$ cat config.mk
export PLATFORM = sky130hd
export DESIGN_NAME = datapath_control_fsm
export DESIGN_NICKNAME = d
export VERILOG_FILES = /design/src/rtl/datapath_control_fsm.sv
export SDC_FILE = /design/constraint.sdc
export NUM_CORES = 1
export LEC_CHECK = 0
export ABC_AREA = 1
export CAP_MARGIN = 20
export CORE_MARGIN = 3
export CORE_UTILIZATION = 24
export DETAILED_ROUTE_END_ITERATION = 16
export GPL_TIMING_DRIVEN = 0
export PLACE_DENSITY = 0.59
export SETUP_SLACK_MARGIN = 0.2
export SLEW_MARGIN = 20
export SYNTH_ARGS = -nofsm -noshare
export SYNTH_HDL_FRONTEND = slang
export SYNTH_SLANG_ARGS = --single-unit
export TNS_END_PERCENT = 50
$ cat constraint.sdc
create_clock -name clk -period 6.3 [get_ports clk]
set_input_delay 1.26 -clock clk [delete_from_list [all_inputs] [get_ports clk]]
set_output_delay 1.26 -clock clk [all_outputs]
set_load 0.01 [all_outputs]
$ cat src/rtl/datapath_control_fsm.sv
// Multicycle IDLE/DECODE/EXEC control unit for the 64-bit load/store/add/sub datapath.
// Controls decode from the latched instruction word, so they hold their values while idle.
module datapath_control_fsm #(
  parameter int COUNT_W = 32
) (
  input  logic               clk,
  input  logic               rst_n,
  input  logic [31:0]        instr,
  input  logic               instr_valid,
  output logic               instr_ready,
  output logic [4:0]         readRegister1,
  output logic [4:0]         readRegister2,
  output logic [4:0]         writeRegister,
  output logic [63:0]        immediate,
  output logic               writeEnable_Registers,
  output logic               writeEnable_DataMemory,
  output logic               muxSelect_SumVsReadData,
  output logic               muxSelect_ImmVsDataout2,
  output logic               SumOrSub,
  output logic               illegalInstr,
  output logic [COUNT_W-1:0] retiredCount
);

  typedef enum logic [1:0] {
    S_IDLE,
    S_DECODE,
    S_EXEC
  } state_t;

  state_t             r_state;
  state_t             w_next;
  logic [31:0]        r_instr;
  logic               r_illegal;
  logic [COUNT_W-1:0] r_count;

  logic [6:0] w_opcode;
  logic [2:0] w_funct3;
  logic [6:0] w_funct7;
  logic [4:0] w_rd;
  logic [4:0] w_rs1;
  logic [4:0] w_rs2;
  logic       w_is_load;
  logic       w_is_store;
  logic       w_is_alu;
  logic       w_legal;
  logic       w_accept;
  logic       w_exec;

  assign w_opcode = r_instr[6:0];
  assign w_rd     = r_instr[11:7];
  assign w_funct3 = r_instr[14:12];
  assign w_rs1    = r_instr[19:15];
  assign w_rs2    = r_instr[24:20];
  assign w_funct7 = r_instr[31:25];

  assign w_is_load  = (w_opcode == 7'b0000011) && (w_funct3 == 3'b010 || w_funct3 == 3'b011);
  assign w_is_store = (w_opcode == 7'b0100011) && (w_funct3 == 3'b010 || w_funct3 == 3'b011);
  assign w_is_alu   = (w_opcode == 7'b0110011) && (w_funct3 == 3'b000) &&
                      (w_funct7 == 7'b0000000 || w_funct7 == 7'b0100000);
  assign w_legal    = w_is_load || w_is_store || w_is_alu;

  assign instr_ready = (r_state == S_IDLE);
  assign w_accept    = instr_ready && instr_valid;
  assign w_exec      = (r_state == S_EXEC);

  // NOTE: sequential state uses non-blocking (<=) so every register samples pre-edge values.
  always_ff @(posedge clk or negedge rst_n) begin
    if (!rst_n) begin
      r_state <= S_IDLE;
    end else begin
      r_state <= w_next;
    end
  end

  // NOTE: every signal driven here gets a default first, so no path infers a latch.
  always_comb begin
    w_next = r_state;
    case (r_state)
      S_IDLE:   if (w_accept) w_next = S_DECODE;
      S_DECODE: w_next = S_EXEC;
      S_EXEC:   w_next = S_IDLE;
      default:  w_next = S_IDLE;
    endcase
  end

  always_ff @(posedge clk or negedge rst_n) begin
    if (!rst_n) begin
      r_instr   <= '0;
      r_illegal <= 1'b0;
      r_count   <= '0;
    end else begin
      if (w_accept) r_instr <= instr;
      if (r_state == S_DECODE && !w_legal) r_illegal <= 1'b1;
      if (w_exec && w_legal) r_count <= r_count + 1'b1;
    end
  end

  // Clearing r_instr on reset makes every control output fall to zero at once.
  always_comb begin
    readRegister1           = '0;
    readRegister2           = '0;
    writeRegister           = '0;
    immediate               = '0;
    writeEnable_Registers   = 1'b0;
    writeEnable_DataMemory  = 1'b0;
    muxSelect_SumVsReadData = 1'b0;
    muxSelect_ImmVsDataout2 = 1'b0;
    SumOrSub                = 1'b0;
    if (w_is_load) begin
      readRegister1         = w_rs1;
      writeRegister         = w_rd;
      immediate             = {{52{r_instr[31]}}, r_instr[31:20]};
      writeEnable_Registers = w_exec && (w_rd != 5'd0);
    end else if (w_is_store) begin
      readRegister1          = w_rs1;
      readRegister2          = w_rs2;
      immediate              = {{52{r_instr[31]}}, r_instr[31:25], r_instr[11:7]};
      writeEnable_DataMemory = w_exec;
    end else if (w_is_alu) begin
      readRegister1           = w_rs1;
      readRegister2           = w_rs2;
      writeRegister           = w_rd;
      muxSelect_SumVsReadData = 1'b1;
      muxSelect_ImmVsDataout2 = 1'b1;
      SumOrSub                = w_funct7[5];
      writeEnable_Registers   = w_exec && (w_rd != 5'd0);
    end
  end

  assign illegalInstr = r_illegal;
  assign retiredCount = r_count;

endmodule

## Word level (Yosys, flattened, before mapping)

Index checks and enable logic that the tools add are counted.

| storage, ports and cells | value |
|---|---|
| bits in registers | 67 |
| bits in latches | 0 |
| memory bits (writable) | 0 |
| ROM bits | 0 |
| input port bits | 35 |
| output and inout port bits | 118 |
| logic and storage cells | 55 |
| memories kept | 0 |

| operators by class | value |
|---|---|
| add/subtract/negate cells | 1 |
| multipliers | 0 |
| divide/modulo/power cells | 0 |
| $lt $le $gt $ge | 0 |
| eq/ne operators | 9 |
| shifts and indexed selects | 0 |
| multiplexer cells | 24 |
| bitwise operators | 0 |
| reductions and logical operators | 17 |

Operators by type and width:

| kind | count |
|---|---|
| 2-to-1 mux 64 bit | 2 |
| 2-to-1 mux 5 bit | 9 |
| adder 32 x 1 -> 32 bit, second input constant | 1 |
| equality test 7 x 6 -> 1 bit, second input constant | 3 |
| 2-to-1 mux 1 bit | 11 |
| logical AND 1 bit | 8 |
| equality test 7 x 2 -> 1 bit, second input constant | 1 |
| zero test 7 bit | 1 |
| equality test 3 x 2 -> 1 bit, second input constant | 2 |
| nonzero test 5 bit | 1 |
| logical OR 1 bit | 4 |
| one-hot mux 2 bit (2 select lines) | 1 |
| zero test 3 bit | 1 |
| equality test 2 x 1 -> 1 bit, second input constant | 1 |
| equality test 2 bit, second input constant | 1 |
| zero test 2 bit | 1 |
| 2-to-1 mux 2 bit | 1 |
| inequality test 2 x 1 -> 1 bit, second input constant | 1 |
| zero test 1 bit | 1 |

## Logic depth before layout (Yosys ltp)

| depth | value |
|---|---|
| word-level depth | 7 |
| gate-level depth with buffers | 11 |
| depth with buffers taken out | 10 |

## Worst setup path before layout

No wires, ideal clock.

| timing | value |
|---|---|
| kind | register to output |
| from | register r_instr[2] |
| to | output port immediate[12] |
| arrival | 2959 ps |
| required time | 5040 ps |
| setup slack | 2081 ps |
| cell stages (with the launch flop) | 8 |
| path buffers | 2 |
| cell sequence | dfrtp_1 > inv_1 > nand2_2 > nor2_8 > nand3_4 > buf_6 > nor2_1 > buf_4 |

| on the way | value |
|---|---|
| word-level cells in the longest chain between the ends | 4 |
| elaborated cells on any way between the ends | 6 |
| classes of those cells | 2 x eq/ne; 2 x mux; 2 x reduce/logical |

RTL lines:

| item | line | text |
|---|---|---|
| start: declaration | 32 | `logic [31:0] r_instr;` |
| start signal: assignment | 92 | `if (w_accept) r_instr <= instr;` |
| equality test 7 x 6 -> 1 bit | 57 | `assign w_is_store = (w_opcode == 7'b0100011) && (w_funct3 == 3'b010 \|\| w_funct3 == 3'b011);` |
| logical AND 1 bit | 57 |  |
| 2-to-1 mux 64 bit | 114 | `end else if (w_is_store) begin` |
| 2-to-1 mux 64 bit * | 109 | `if (w_is_load) begin` |
| end: declaration | 14 | `output logic [63:0] immediate,` |

Every way passes the cells marked *; elsewhere a longest branch is shown, timed or not.

## Worst setup path in the final report

| timing | value |
|---|---|
| from | register r_instr[2] |
| to | output port immediate[44] |

Same word-level chain as after synthesis.

==> results.txt <==
* Number of gates on the worst path with buffers counted: 9
- Congestion Overflow GR: 0
- Max-cap violations in this run came to 0.
- Root buffer cell: sky130_fd_sc_hd__clkbuf_16
* Reg-to-reg startpoint: retiredCount[1]
- # resized after CTS: 0
- Including well taps, the total number of placed cells is 982.
- Initial Utilization: 24.96%
- In the final routed layout, each cell accounts on average for roughly 13 µm.
- On the worst path, the slowest cell contributes a delay of approximately 0.54 ns.
* Layout overhead on the synthesized area: 50.74%
- Sum of buffers and inverters on the critical path: 5
- Post-synth top area cell: sky130_fd_sc_hd__dfrtp_1
* Total of endpoints with negative setup slack in the final report: 0
* Routed vias/inst: a little over 4
- Summed over all failing endpoints, the final setup total negative slack is 0 ns.
- In this run the tightest slew margin relative to its limit is between 60% and 70%.
- Worst IR Drop VDD: 121.7 µV
* Gate Count Post-Synth: 608
- The longest clock path from root to sink contains 2 buffers.
* Via count: about 4100
* Number of library cell types mapped by synthesis: 29
- Measured slew at the worst slew-check pin: 0.5435 ns
* Min-Delay Path Class: register to register
* Die span in y: 138.7 µm
- CP startpoint kind: register
* Antenna violations before repair: 0
- Setup slack closes at 2.417 ns.
- # fillers: about 1800
- Synthesis-stage register bit count: between 60 and 70
- Ys Warns: 0
- Crit Path Category: register to output port
* Post-route non-filler standard cell count: 998
* Core Rows: 47
* Final-report hold violation count: 0
- Along the worst hold path, the cell count comes to 1.
- Beginning of the worst hold path: illegalInstr
- Status: finished, final reports clean
* Critical register-to-register path endpoint: retiredCount[18]
- Count of hold-fix buffers inserted at cts: 0
* Pre-Repair DR Iteration Count: 4
- Total wirelength of the detailed-routed design: approximately 13000 µm
* Mean instance size in the synthesized netlist: 6.952 µm²
* Antenna cell count: 0
- Net count of the mapped netlist: 644
- The via count of the first global-routing pass came to ~4000.
- After clock tree synthesis, the setup repair step added 0 buffers.
- The die covers 19240 µm².
- Slowest CP cell: sky130_fd_sc_hd__clkdlybuf4s50_1
- Register clock-pin slew on the reported worst setup and hold paths: around 0.06 ns
- In this run the cell area of the synthesized design comes to roughly 4200 µm².
* Biggest area contributors in the synthesized netlist: sky130_fd_sc_hd__dfrtp_1 40%, sky130_fd_sc_hd__nand2_1 17%, sky130_fd_sc_hd__buf_4 9.4%
* Final worst clock skew: 0.006831 ns
- CTS H-tree lvls: 3
- The critical path goes through inv_1 -> nand2_2 -> nor2_8 -> nand3_4 -> buf_6 -> nor2_4 -> buf_16 -> buf_4 -> clkdlybuf4s50_1.
- For this block, the initial DRC count from the detailed router was about 220.
- The final critical path takes up between 60% and 70% of the cycle.
- Setup slack on the worst reg-to-reg path comes out at around 4.5 ns.
* First-pass GRT wire length: around 22000 µm
- For the worst setup path, the data required time is between 5 and 6 ns.
- In this run the remaining antenna-violating nets after routing total 0.
- Kind of cell with the highest combined delay on the critical path: buffers and inverters
- The clock drives 67 sinks.
* Static leakage power: roughly 2.8 nW
* Die Span X: roughly 140 µm
* Crit path time final: about 3.9 ns
- In the routed design, unresolved DRC markers number 0.
* Unrepaired setup endpoints after global routing: false
- Global routing used around 14% of the available tracks across all layers.
* Largest fanout on the critical path: 31
- Arr. time, crit path: ~2.6 ns
- The HPWL after detailed placement is roughly 10000 µm.
- Derived from the worst setup path, the maximum achievable clock frequency is between 0.2 and 0.3 GHz.
- Clock latency on the worst-skew pair: about 0.34 ns
* Buffers added on ports: between 150 and 200
- The path with the worst hold slack has its endpoint at illegalInstr.
- The number of clock buffers added by TritonCTS is 9.
* Final #Nets: ~810
* Pins over their slew limit: 0
- Routability-driven placement finished with a final weighted congestion of approximately 0.85.
- Entering global routing, the biggest net connects 36 pins.
* Num ports: between 150 and 200
- The post-route netlist has 12.98% of its cells at a drive strength greater than 1.
* Crit end category: output port
* Part of the Yosys area used for sequential elements: a little under 40%
- OpenSTA, run right after detailed placement, puts the worst setup slack at approximately 2.7 ns.
- The top cell type by area accounts for slightly below 40% of the synthesized area.
* PD cells: slightly below 200 nW/µm²
- Depth of the worst register-to-register path: 10
- TritonCTS clock tree: built
- The total area inside the core boundary comes to roughly 17000 µm².
## cell type report
class,instances,area (µm²),area share [%]
multi-input combinational,404,1819,28.55
sequential,67,1677,26.32
timing repair buffer,154,1567,24.59
buffer,66,471.7,7.404
tap,220,275.3,4.321
inverter,71,266.5,4.183
clock buffer,10,229.0,3.594
clock inverter,6,66.31,1.041
## layout by cell type, fill, tap and decap left out, types with 10 or more instances in the layout
master and instances:
sky130_fd_sc_hd__o21ai_1 11, sky130_fd_sc_hd__nand2_1 195, sky130_fd_sc_hd__nand3b_1 10, sky130_fd_sc_hd__inv_1 63
sky130_fd_sc_hd__nand3_1 35, sky130_fd_sc_hd__buf_4 54, sky130_fd_sc_hd__nor2_1 82, sky130_fd_sc_hd__clkdlybuf4s50_1 151
sky130_fd_sc_hd__o21ai_0 28, sky130_fd_sc_hd__dfrtp_1 67
## flip-flops by register name, summed over array words and instances, names as in the netlist
signal and flops:
retiredCount 32, r_state 2, r_instr 32, illegalInstr 1
## synth_stat cells (all sizes together)
master and instances:
nor2 92, xor2 3, clkinv 1, nand3b 10, nand2 200, ha 1, nor3 4, a21oi 2
clkbuf 8, o21ai 39, nand4 9, nand3 36, dfrtp 67, buf 58, inv 70, xnor2 2
a31o 1, o22ai 5
## worst max path at each step
stage                          start            end  slack, ns
final                     r_instr[2]  immediate[44]       2.42
after global routing      r_instr[2]  immediate[36]       2.24
after CTS                 r_instr[2]  immediate[58]       2.37
after detailed placement  r_instr[2]  immediate[58]       2.75
after global placement    r_instr[2]  immediate[11]       0.89
after floorplan           r_instr[2]  immediate[12]       2.08
## where the power goes
group	total [mW]	switching, mW	internal [mW]
clock	0.512	0.206	0.306
sequential	0.512	0.0302	0.482
combinational	0.201	0.125	0.0759
total	1.23	0.361	0.864
## worst register-to-register path, stage by stage (launching register included)
cell and delay (ns):
sky130_fd_sc_hd__dfrtp_1 0.39, sky130_fd_sc_hd__ha_1 0.21, sky130_fd_sc_hd__inv_1 0.07, sky130_fd_sc_hd__nor2_2 0.22, sky130_fd_sc_hd__nand3_1 0.21, sky130_fd_sc_hd__inv_2 0.15
sky130_fd_sc_hd__nand2_1 0.10, sky130_fd_sc_hd__nor2_1 0.16, sky130_fd_sc_hd__nand2_1 0.07, sky130_fd_sc_hd__nand2_1 0.07, sky130_fd_sc_hd__nand2_1 0.05
## per-stage QoR
step / hold slack, ns / power, mW / util, % / cell area [µm²]
5_1_grt: 0.5045 / 1.298 / 37.62 / 6371
4_1_cts: 0.4712 / 1.250 / 37.62 / 6371
3_3_place_gp: 0.4532 / 0.7175 / 35.56 / 6023
6_report: 0.4670 / 1.225 / 37.62 / 6371
3_5_place_dp: 0.4573 / 0.7234 / 35.87 / 6076
2_1_floorplan: 0.4554 / 0.6363 / - / 4227
## routing by layer
layer,vias to the layer above,GRT usage [%],share of wire [%]
met5,-,0,0
met4,0,3.862,1.2
met3,12,4.103,5.5
met2,95,22.94,47
met1,1851,17.49,46
li1,2161,-,-
## cells by family (layout without fill, tap and decap cells)
family,after synthesis,after routing,share of synthesized area (%)
AND/OR/NAND/NOR,351,351,35.46
XOR/XNOR,5,5,1.036
AO/OA/AOI/OAI,47,47,6.069
flip-flops,67,67,39.67
buffers and inverters,137,307,17.47
adder cells (fa/ha/maj),1,1,0.2960
(Power assumes the default switching activity.)
